File: config.mk
export PLATFORM = sky130hd
export DESIGN_NAME = fc_accumulator
export DESIGN_NICKNAME = d
export VERILOG_FILES = /design/src/rtl/fc_accumulator.sv
export SDC_FILE = /design/constraint.sdc
export NUM_CORES = 1
export LEC_CHECK = 0
export ABC_AREA = 1
export BUFFER_PORTS_ARGS = -buffer_cell sky130_fd_sc_hd__buf_2
export CAP_MARGIN = 20
export CELL_PAD_IN_SITES_DETAIL_PLACEMENT = 1
export CELL_PAD_IN_SITES_GLOBAL_PLACEMENT = 1
export CORE_ASPECT_RATIO = 0.5
export CORE_MARGIN = 2
export CORE_UTILIZATION = 30
export DETAILED_ROUTE_END_ITERATION = 10
export GPL_ROUTABILITY_DRIVEN = 0
export HOLD_SLACK_MARGIN = 0.15
export PLACE_DENSITY_LB_ADDON = 0.1
export RECOVER_POWER = 100
export SYNTH_ARGS = -nofsm -noshare
export SYNTH_HDL_FRONTEND = slang
export SYNTH_SLANG_ARGS = --single-unit
File: constraint.sdc
create_clock -name clk -period 10.2 [get_ports clk]
set_input_delay 1.02 -clock clk [delete_from_list [all_inputs] [get_ports clk]]
set_output_delay 1.02 -clock clk [all_outputs]
set_load 0.05 [all_outputs]
File: src/rtl/fc_accumulator.sv
// fc_accumulator
//   Sums signed partial products over a programmed input length, one total
//   per output neuron. Each total is shifted right arithmetically by SHIFT
//   and clamped to DATA_WIDTH bits. It then goes out as a one-cycle pulse on
//   the acc_valid/acc_last/acc_result interface. One start_i runs a whole
//   layer of neuron_cnt_i neurons.
//
//   Optional feature macro: FC_ACC_BIAS_EN
//     defined   - each neuron's accumulator starts from bias_i
//     undefined - each neuron's accumulator starts from zero; bias_i ignored
//
// Ports
//   clk           clock, rising edge
//   rst           synchronous active-high reset
//   start_i       layer start, honoured only in IDLE
//   in_len_i      partial products per neuron (latched on accepted start)
//   neuron_cnt_i  neurons per layer (latched on accepted start)
//   psum_valid_i  partial product valid
//   psum_i        signed partial product
//   bias_i        signed initial accumulator value (FC_ACC_BIAS_EN only)
//   psum_ready_o  high in ACCUM; a partial product is taken on valid && ready
//   busy_o        high whenever not IDLE
//   acc_valid_o   one-cycle result pulse per neuron
//   acc_last_o    marks the layer's final neuron, together with acc_valid_o
//   acc_result_o  signed requantised result, holds between pulses
module fc_accumulator #(
    parameter int DATA_WIDTH = 8,
    parameter int PSUM_WIDTH = 16,
    parameter int ACC_WIDTH  = 24,
    parameter int LEN_WIDTH  = 10,
    parameter int SHIFT      = 2
) (
    input  logic                  clk,
    input  logic                  rst,
    input  logic                  start_i,
    input  logic [LEN_WIDTH-1:0]  in_len_i,
    input  logic [LEN_WIDTH-1:0]  neuron_cnt_i,
    input  logic                  psum_valid_i,
    input  logic [PSUM_WIDTH-1:0] psum_i,
    input  logic [ACC_WIDTH-1:0]  bias_i,
    output logic                  psum_ready_o,
    output logic                  busy_o,
    output logic                  acc_valid_o,
    output logic                  acc_last_o,
    output logic [DATA_WIDTH-1:0] acc_result_o
);

    typedef enum logic [1:0] {
        IDLE  = 2'd0,
        ACCUM = 2'd1,
        EMIT  = 2'd2
    } state_t;

    // Clamp a one-bit-wider sum back into the accumulator range.
    function automatic logic [ACC_WIDTH-1:0] sat_acc(input logic [ACC_WIDTH:0] s);
        logic [ACC_WIDTH-1:0] r;
        if (s[ACC_WIDTH] != s[ACC_WIDTH-1]) begin
            r = s[ACC_WIDTH] ? {1'b1, {(ACC_WIDTH-1){1'b0}}}
                             : {1'b0, {(ACC_WIDTH-1){1'b1}}};
        end else begin
            r = s[ACC_WIDTH-1:0];
        end
        return r;
    endfunction

    // Arithmetic shift (floor) followed by clamp into the signed output range.
    function automatic logic [DATA_WIDTH-1:0] sat_d(input logic [ACC_WIDTH-1:0] v);
        logic signed [ACC_WIDTH-1:0]   shifted;
        logic [ACC_WIDTH-DATA_WIDTH:0] upper;
        logic [DATA_WIDTH-1:0]         r;
        shifted = $signed(v) >>> SHIFT;
        upper   = shifted[ACC_WIDTH-1:DATA_WIDTH-1];
        // Fits when every bit above the output sign bit repeats that sign bit.
        if ((&upper) || (~|upper)) begin
            r = shifted[DATA_WIDTH-1:0];
        end else if (shifted[ACC_WIDTH-1]) begin
            r = {1'b1, {(DATA_WIDTH-1){1'b0}}};
        end else begin
            r = {1'b0, {(DATA_WIDTH-1){1'b1}}};
        end
        return r;
    endfunction

    state_t                state_r, state_s;
    logic [ACC_WIDTH-1:0]  acc_r, acc_s;
    logic [LEN_WIDTH-1:0]  elem_cnt_r, elem_cnt_s;
    logic [LEN_WIDTH-1:0]  neuron_idx_r, neuron_idx_s;
    logic [LEN_WIDTH-1:0]  len_r, len_s;
    logic [LEN_WIDTH-1:0]  cnt_r, cnt_s;
    logic                  valid_r, valid_s;
    logic                  last_r, last_s;
    logic [DATA_WIDTH-1:0] result_r, result_s;
    logic [ACC_WIDTH-1:0]  init_s;
    logic [ACC_WIDTH-1:0]  sum_s;

`ifdef FC_ACC_BIAS_EN
    assign init_s = bias_i;
`else
    assign init_s = {ACC_WIDTH{1'b0}};
`endif

    // Saturating sum of the running total and the sign-extended partial product.
    assign sum_s = sat_acc({acc_r[ACC_WIDTH-1], acc_r}
                         + {{(ACC_WIDTH+1-PSUM_WIDTH){psum_i[PSUM_WIDTH-1]}}, psum_i});

    // Next-state and next-output logic.
    always_comb begin
        state_s      = state_r;
        acc_s        = acc_r;
        elem_cnt_s   = elem_cnt_r;
        neuron_idx_s = neuron_idx_r;
        len_s        = len_r;
        cnt_s        = cnt_r;
        valid_s      = 1'b0;
        last_s       = 1'b0;
        result_s     = result_r;
        case (state_r)
            IDLE: begin
                if (start_i && (in_len_i != {LEN_WIDTH{1'b0}})
                            && (neuron_cnt_i != {LEN_WIDTH{1'b0}})) begin
                    len_s        = in_len_i;
                    cnt_s        = neuron_cnt_i;
                    elem_cnt_s   = {LEN_WIDTH{1'b0}};
                    neuron_idx_s = {LEN_WIDTH{1'b0}};
                    acc_s        = init_s;
                    state_s      = ACCUM;
                end else begin
                    state_s = IDLE;
                end
            end
            ACCUM: begin
                if (psum_valid_i) begin
                    acc_s      = sum_s;
                    elem_cnt_s = elem_cnt_r + LEN_WIDTH'(1);
                    // The result and last flag are registered on the final
                    // acceptance so they appear during the EMIT cycle itself.
                    if (elem_cnt_r == len_r - LEN_WIDTH'(1)) begin
                        state_s  = EMIT;
                        valid_s  = 1'b1;
                        last_s   = (neuron_idx_r == cnt_r - LEN_WIDTH'(1));
                        result_s = sat_d(sum_s);
                    end else begin
                        state_s = ACCUM;
                    end
                end else begin
                    state_s = ACCUM;
                end
            end
            EMIT: begin
                if (last_r) begin
                    state_s = IDLE;
                end else begin
                    neuron_idx_s = neuron_idx_r + LEN_WIDTH'(1);
                    elem_cnt_s   = {LEN_WIDTH{1'b0}};
                    acc_s        = init_s;
                    state_s      = ACCUM;
                end
            end
            default: begin
                state_s = IDLE;
            end
        endcase
    end

    // State and datapath registers with synchronous reset.
    always_ff @(posedge clk) begin
        if (rst) begin
            state_r      <= IDLE;
            acc_r        <= {ACC_WIDTH{1'b0}};
            elem_cnt_r   <= {LEN_WIDTH{1'b0}};
            neuron_idx_r <= {LEN_WIDTH{1'b0}};
            len_r        <= {LEN_WIDTH{1'b0}};
            cnt_r        <= {LEN_WIDTH{1'b0}};
            valid_r      <= 1'b0;
            last_r       <= 1'b0;
            result_r     <= {DATA_WIDTH{1'b0}};
        end else begin
            state_r      <= state_s;
            acc_r        <= acc_s;
            elem_cnt_r   <= elem_cnt_s;
            neuron_idx_r <= neuron_idx_s;
            len_r        <= len_s;
            cnt_r        <= cnt_s;
            valid_r      <= valid_s;
            last_r       <= last_s;
            result_r     <= result_s;
        end
    end

    assign psum_ready_o = (state_r == ACCUM);
    assign busy_o       = (state_r != IDLE);
    assign acc_valid_o  = valid_r;
    assign acc_last_o   = last_r;
    assign acc_result_o = result_r;

endmodule

* Yosys cells after proc, flatten, opt, wreduce, memory -nomap -nowiden
Index checks and enable logic that the tools add are counted.
Storage, ports and cells: register bits after elaboration 76, output and inout port bits 12, input port bits 64, logic and storage cells 63
Operators by class: add/sub/neg operators 5, mux-type cells 20, reductions and logical operators 18, bitwise operators 3, equal/unequal tests 8
Operators by type and width (count):
- two-way mux 24 bit | 5
- case mux 24 bit (3 select lines) | 1
- two-way mux 10 bit | 4
- case mux 10 bit (3 select lines) | 1
- adder 24 x 16 -> 25 bit | 1
- adder 10 x 1 -> 10 bit (second input constant) | 2
- == test 10 bit | 2
- case mux 10 bit (2 select lines) | 1
- nonzero test 10 bit | 2
- subtractor 10 x 1 -> 10 bit (second input constant) | 2
- two-way mux 8 bit | 2
- AND reduction 15 bit | 1
- OR reduction 15 bit | 1
- != test 2 bit (second input constant) | 3
- case mux 2 bit (3 select lines) | 1
- AND reduction 3 bit | 2
- two-way mux 2 bit | 2
- AND reduction 4 bit | 1
- nonzero test 2 bit | 2
- OR reduction 4 bit | 1
- two-way mux 1 bit | 3
- NOT 1 bit | 3
- nonzero test 3 bit | 1
- OR reduction 3 bit | 1
- other kinds (8) | 9

* Longest topological paths before layout
Gate-level depths: netlist of run 1.
depth after elaboration 7, gate-level depth with buffers 27

* Worst setup path after synthesis of run 1
Ideal clock, no wire load.
path type input to register, start point in psum_i[2], end point reg result_r[0] (netlist: acc_result_o[0]), buffers on the path 2, library setup time 0.118 ns, setup slack 5.933 ns, arrival time 4.150 ns, cell stages on the path 24, path through ha_1 > or2_2 > nand3_1 > nand2_1 > nand3_1 > nand3_1 > nand2_1 > nand2_1 > a21oi_1 > xor2_1 > inv_1 > ha_1 > buf_2 > inv_1 > clkbuf_1 > nand3_1 > nand2_1 > nand2_1 > nor2_1 > nand3_2 > nand2_1 > nand2_2 > nor2_1 > nor2_1
Between the ends: cells in the longest elaborated chain, start to end 7, elaborated cells on any way between the ends 10
RTL lines:
- from (decl) | RTL line 39 | input logic [PSUM_WIDTH-1:0] psum_i,
- adder 24 x 16 -> 25 bit (*) | RTL line 104 | + {{(ACC_WIDTH+1-PSUM_WIDTH){psum_i[PSUM_WIDTH-1]}}, psum_i});
- two-way mux 24 bit or != test 1 bit (tied branches) | RTL line 58, 57
- two-way mux 24 bit (*) | RTL line 57 | if (s[ACC_WIDTH] != s[ACC_WIDTH-1]) begin
- OR reduction 15 bit | RTL line 74 | if ((&upper) || (~|upper)) begin
- logical NOT 1 bit | RTL line 74
- logical OR 1 bit | RTL line 74
- two-way mux 8 bit (*) | RTL line 74
- to (signal assigned) | RTL line 176 | result_r <= {DATA_WIDTH{1'b0}};
- to (signal assigned) | RTL line 186 | result_r <= result_s;
- to (decl) | RTL line 92 | logic [DATA_WIDTH-1:0] result_r, result_s;
Mark *: on every way between the ends. The rest lies on a longest branch, timed or not. A chain may end at the register's enable or synchronous reset.

* Final worst setup path of run 1
start point in psum_i[15], end point reg result_r[3] (netlist: acc_result_o[3])
Same word-level chain as after synthesis.

==> flow_summary.ini, run 1 <==
[outcome]
status = complete, but fails checks
failed_checks = max-capacitance violations, max-slew violations

[critical_path]
critPathKind = in -> reg
end_kind = flop
arrival_ps = 6760
worstSetupStartpointType = input port
critPathCapture = acc_result_o[3]$_SDFFE_PP0P_
r2r-end = acc_result_o[3]$_SDFFE_PP0P_
critPathLaunch = psum_i[15]
r2r_cells = 21
rr_startpoint = acc_r[2]$_SDFFE_PP0P_
crit_path_max_fanout = 40
rrSetupSlack_ps = 4460
required_ps = 10430

[global_routing]
use_met1 = 0.261
grt_pass1_wl_um = 29400
overflow = 0
grt_busiest_layer = met2
grt_pass1_vias = 5813
use_met3 = 0.0351
groute.usage.overall = 0.187
antenna_found_initial = 0
grt_max_degree = 41
grtUsageMet2 = 0.307

[synth]
synth-simple-area-share = 0.357
syn_nets = 1007
synth_top_family_by_area = simple AND/OR/NAND/NOR gates
synth_compound_area_frac = 0.129
synth_seq_cells = 76
async_flop_share = 0
syn-mean-instance-area_um2 = 6.16
synth_warnings = 0
seq_area_frac_synth = 0.271
synthXorXnorAreaFrac = 0.0555
synth_cells = 912
synthAdderAreaFrac = 0.0704
synth-edff-count = 0
synth_mux_area_frac = 0
synthesis.area_mm2 = 0.00561
synth_ff_type = dfxtp_1
synth_cell_types = 38

[pwr]
combPwrFrac = 0.299
p_clk_frac = 0.361
power.density_mw_per_mm2 = 150
seqPwrFrac = 0.340
ir_drop_uv = 94.0
p_leak_nw = 3.05
swShare = 0.370
power.switching_uw = 352
intPower_uw = 599

[routing]
wl_per_cell_um = 14.8
drc_errors = 0
routed_wl_um = 17800
vias_per_cell = 4.69
ant_nets = 0
vias = 5630
dr.pass1.iters = 6
drt_iter0_markers = 219

[floorplan]
die_h_um = 101
initial_core_util = 0.306
die_area_mm2 = 0.0199
die_x_um = 197
core_mm2 = 0.0183
core.rowCount = 35
ios = 76

[clocking]
cts_tree = done
cts_hold_buffers = 0
clock-sinks = 76
postCtsSetupRepairBufs = 0
cts_max_level = 3
cts_buffer_depth = 2
cts_made_buffers = 9
clockRootBuffer = clkbuf_16
post_cts_resized = 0
clkTransAtPathRegs_ps = 60
insertion_delay_ps = 360

[cells_and_area]
final_common_cell = nand2_1
n_antenna_cell = 0
mostFrequentLayoutCells = 249 x nand2_1, 147 x inv_1, 83 x a21oi_1
drive_gt1_frac = 0.0812
fin_nets = 1051
area_growth_pct = 13.3

[timing]
slew_headroom = -0.192
final.setup_skew_ps = 11.9
hold_viol_final = 0
final_max_slew_viol_count = 107
setup_violations = 0
rsz0062_at_grt = no
hold-worst-slack_ps = 471
clock.fmax_ghz = 0.153
fin_crit_ps = 6530
timing.setup.tns_ps = 0
fin_crit_sh = 0.640
worstMarginPinSlew_ps = 1790

[placement]
hpwl_um = 13700
io_buffers = 51

[hold_path]
hold_path_class = reg -> reg

[run]
drv_cap = 3
==> Yosys cell counts (all sizes together), types with 3 or more instances <==
master,number,area share
nor3b,4,0.0053
o21ai,48,0.043
nand3,72,0.067
nor2,81,0.060
nand3b,3,0.0040
nor3,19,0.018
a211oi,3,0.0040
nor4,7,0.0078
ha,30,0.067
nand2,258,0.18
a21oi,84,0.076
inv,151,0.10
o211ai,3,0.0040
xnor2,8,0.012
and2,4,0.0045
buf,5,0.0060
nand4,9,0.011
xor2,25,0.039
clkbuf,16,0.011
dfxtp,76,0.27
==> kinds of logic (layout without fill, tap and decap cells) <==
logic type	Yosys count	after routing
buf+inv	172	221
flops	76	76
xor+xnor	34	34
simple gates	459	459
compound gates	140	140
fa+ha+maj	31	31
==> power groups by stage <==
stage          Sequential, mW  Clock, mW  Combinational [mW]
3_3_place_gp            0.330          0               0.283
3_5_place_dp            0.330          0               0.285
6_report                0.323      0.343               0.285
4_1_cts                 0.323      0.359               0.287
2_1_floorplan           0.327          0               0.208
5_1_grt                 0.325      0.365               0.325
==> worst min-delay path by stage <==
stage,startpoint,to,cells after the start
6_report,len_r[9]$_SDFFE_PP0P_,len_r[9]$_SDFFE_PP0P_,2
5_1_grt,acc_r[15]$_SDFFE_PP0P_,acc_r[15]$_SDFFE_PP0P_,2
4_1_cts,acc_r[9]$_SDFFE_PP0P_,acc_r[9]$_SDFFE_PP0P_,2
3_5_place_dp,acc_r[17]$_SDFFE_PP0P_,acc_r[17]$_SDFFE_PP0P_,2
3_3_place_gp,cnt_r[9]$_SDFFE_PP0P_,cnt_r[9]$_SDFFE_PP0P_,2
2_1_floorplan,cnt_r[9]$_SDFFE_PP0P_,cnt_r[9]$_SDFFE_PP0P_,2
==> state kept, by name, summed over array words and instances (netlist names) <==
| register | cells |
|---|---|
| acc_valid_o | 1 |
| cnt_r | 10 |
| acc_last_o | 1 |
| neuron_idx_r | 10 |
| elem_cnt_r | 10 |
| acc_r | 24 |
| acc_result_o | 8 |
| len_r | 10 |
| state_r | 2 |
==> cell type report <==
cell class / instances / area, µm²
Fill cell: 2408 / 12000
Sequential cell: 76 / 1520
Timing Repair Buffer: 54 / 255
Clock buffer: 11 / 243
Clock inverter: 5 / 60.1
Multi-Input combinational cell: 664 / 3410
Inverter: 151 / 567
Tap cell: 240 / 300
==> routing by layer <==
layer	share of wire	vias up
met4	0.0060	0
met3	0.025	12
met5	0	-
met2	0.43	56
li1	-	2989
met1	0.54	2573
==> through the flow <==
step / worst slack, ps / std cells / area, µm² / power, mW / util
3_3_place_gp: 4680 / 1185 / 6100 / 0.612 / 0.332
2_1_floorplan: 5930 / 912 / 5610 / 0.535 / -
4_1_cts: 5040 / 1201 / 6400 / 0.969 / 0.349
5_1_grt: 2960 / 1201 / 6360 / 1.02 / 0.347
3_5_place_dp: 4660 / 1185 / 6100 / 0.615 / 0.332
6_report: 3670 / 1201 / 6360 / 0.951 / 0.347
==> critical path: stages <==
cell and delay (ps):
clkbuf_1 440, ha_1 410, nand2_1 130, inv_1 60
nand2_1 70, nand2_1 80, a21oi_1 220, nand3_1 140
nand2_1 80, nand2_1 50, a21oi_1 150, xor2_1 210
inv_1 60, ha_1 540, nand3_1 1270, nand2_1 680
nand2_1 110, nor2_1 240, nand3_1 290, nand2_1 130
nand2_1 150, nor2_1 150, nor2_1 50
Note: power is estimated with default switching activity, not from simulation.
==> inputs of run 2 (changes only) <==
Clock period 10.2 ns to 5.85 ns, I/O delays scaled along.
==> run 2 against run 1 <==
The run still ends with max-capacitance violations, max-slew violations left. Worst setup slack worse by 2700 ps. Routed wire length up 0.39%. Utilization up 0.12 points. Register-to-register slack worse by 3200 ps. Combinational power up 74%. Sequential share of layout area down 0.084 points. Clock skew down 4.7 ps. Worst hold slack worse by 1.0 ps.
==> flow_summary.ini, run 2 (synthesis results as in run 1) <==
[outcome]
status = complete, but fails checks
failed_checks = max-capacitance violations, max-slew violations

[run]
drv_cap = 2

[pwr]
power.density_mw_per_mm2 = 259
p_leak_nw = 3.05
p_total_mw = 1.65
ir_drop_uv = 163

[placement]
hpwl_um = 13900
io_buffers = 51

[timing]
rsz0062_at_grt = no
timing.setup.tns_ps = 0
hold_viol_final = 0
slew_headroom = -0.211
fin_crit_sh = 0.829
final_max_slew_viol_count = 66
fin_crit_ps = 4850
setup_violations = 0
worstMarginPinSlew_ps = 1820
final.setup_skew_ps = 7.18
clock.fmax_ghz = 0.206

[cells_and_area]
largest_reg_flops = 24
top_register = acc_r
fin_nets = 1052
area_growth_pct = 13.7
drive_gt1_frac = 0.0832
final_common_cell = nand2_1
finish.utilization = 0.348
mostFrequentLayoutCells = 248 x nand2_1, 147 x inv_1, 83 x a21oi_1
n_antenna_cell = 0

[critical_path]
worstSetupStartpointType = input port
required_ps = 6090
crit_path_max_fanout = 16
arrival_ps = 5090
critPathKind = in -> reg
end_kind = flop

[routing]
vias_per_cell = 4.70
dr.pass1.iters = 4
ant_nets = 0
vias = 5648
drt_iter0_markers = 189
routed_wl_um = 17800
drc_errors = 0
wl_per_cell_um = 14.8

[floorplan]
initial_core_util = 0.306
core_mm2 = 0.0183
die_h_um = 101
die_x_um = 197
core.rowCount = 35
die_area_mm2 = 0.0199
ios = 76

[clocking]
insertion_delay_ps = 350
clock-sinks = 76
clkTransAtPathRegs_ps = 60
post_cts_resized = 0
cts_buffer_depth = 2
cts_hold_buffers = 0
clockRootBuffer = clkbuf_16
cts_made_buffers = 9
postCtsSetupRepairBufs = 0
cts_tree = done
cts_max_level = 3

[hold_path]
hold_path_class = reg -> reg

[global_routing]
groute.usage.overall = 0.188
grt_pass1_vias = 5734
overflow = 0
grt_pass1_wl_um = 29300
antenna_found_initial = 0
grt_max_degree = 33
## run 2: cell count changes in the layout (fill, tap and decap cells not counted), sizes merged
cell,change
buf,-1
clkbuf,+2
## run 2: where the power goes
part	leakage (nW)	internal [mW]	switching, mW
Combinational	2.29	0.155	0.340
Clock	0.146	0.344	0.251
Sequential	0.619	0.544	0.0199
Total	3.05	1.04	0.611
## run 2: worst paths after layout
path / from / endpoint / slack [ps] / cells past startpoint
max: psum_i[15] / acc_result_o[3]$_SDFFE_PP0P_ / 1000 / 24
min: acc_r[17]$_SDFFE_PP0P_ / acc_r[17]$_SDFFE_PP0P_ / 470 / 2
max reg2reg: acc_r[2]$_SDFFE_PP0P_ / acc_result_o[3]$_SDFFE_PP0P_ / 1250 / 22
min reg2reg: acc_r[17]$_SDFFE_PP0P_ / acc_r[17]$_SDFFE_PP0P_ / 470 / 2
## run 2: per-layer routing
layer	global-route usage	vias up	wire length, µm
met5	0	-	0
met4	0.0364	0	174
met3	0.0388	17	456
met2	0.305	53	7650
met1	0.260	2587	9540
li1	-	2991	-
## run 2: critical path, stage by stage
cell      delay, ps
clkbuf_1        400
ha_1            400
nand2_1         120
inv_1            60
nand2_1          60
nand2_1          90
a21oi_1         200
nand3_1         130
nand2_1          80
nand2_1          50
a21oi_1         160
xor2_1          210
inv_1            60
ha_1            460
inv_1           530
nand3_1         300
o21ai_1         200
nand2_1          70
nor2_1          240
nand3_2         230
nand2_1         130
nand2_2         100
nor2_1          150
nor2_1           50
## run 2: final cells by class
| cell class | instances | area (µm²) |
|---|---|---|
| clock buffer | 11 | 243 |
| inverter | 151 | 567 |
| sequential | 76 | 1520 |
| multi-input combinational | 664 | 3430 |
| timing repair buffer | 55 | 258 |
| fill | 2460 | 12000 |
| clock inverter | 5 | 60.1 |
| tap | 240 | 300 |
## run 2: through the flow
step,hold slack [ps],area [µm²],std cells,setup WS (ps)
after floorplan,436,5610,912,2020
final,470,6380,1202,1000
after CTS,474,6410,1202,1190
after global placement,456,6110,1186,834
after global routing,489,6380,1202,377
after detailed placement,464,6110,1186,823
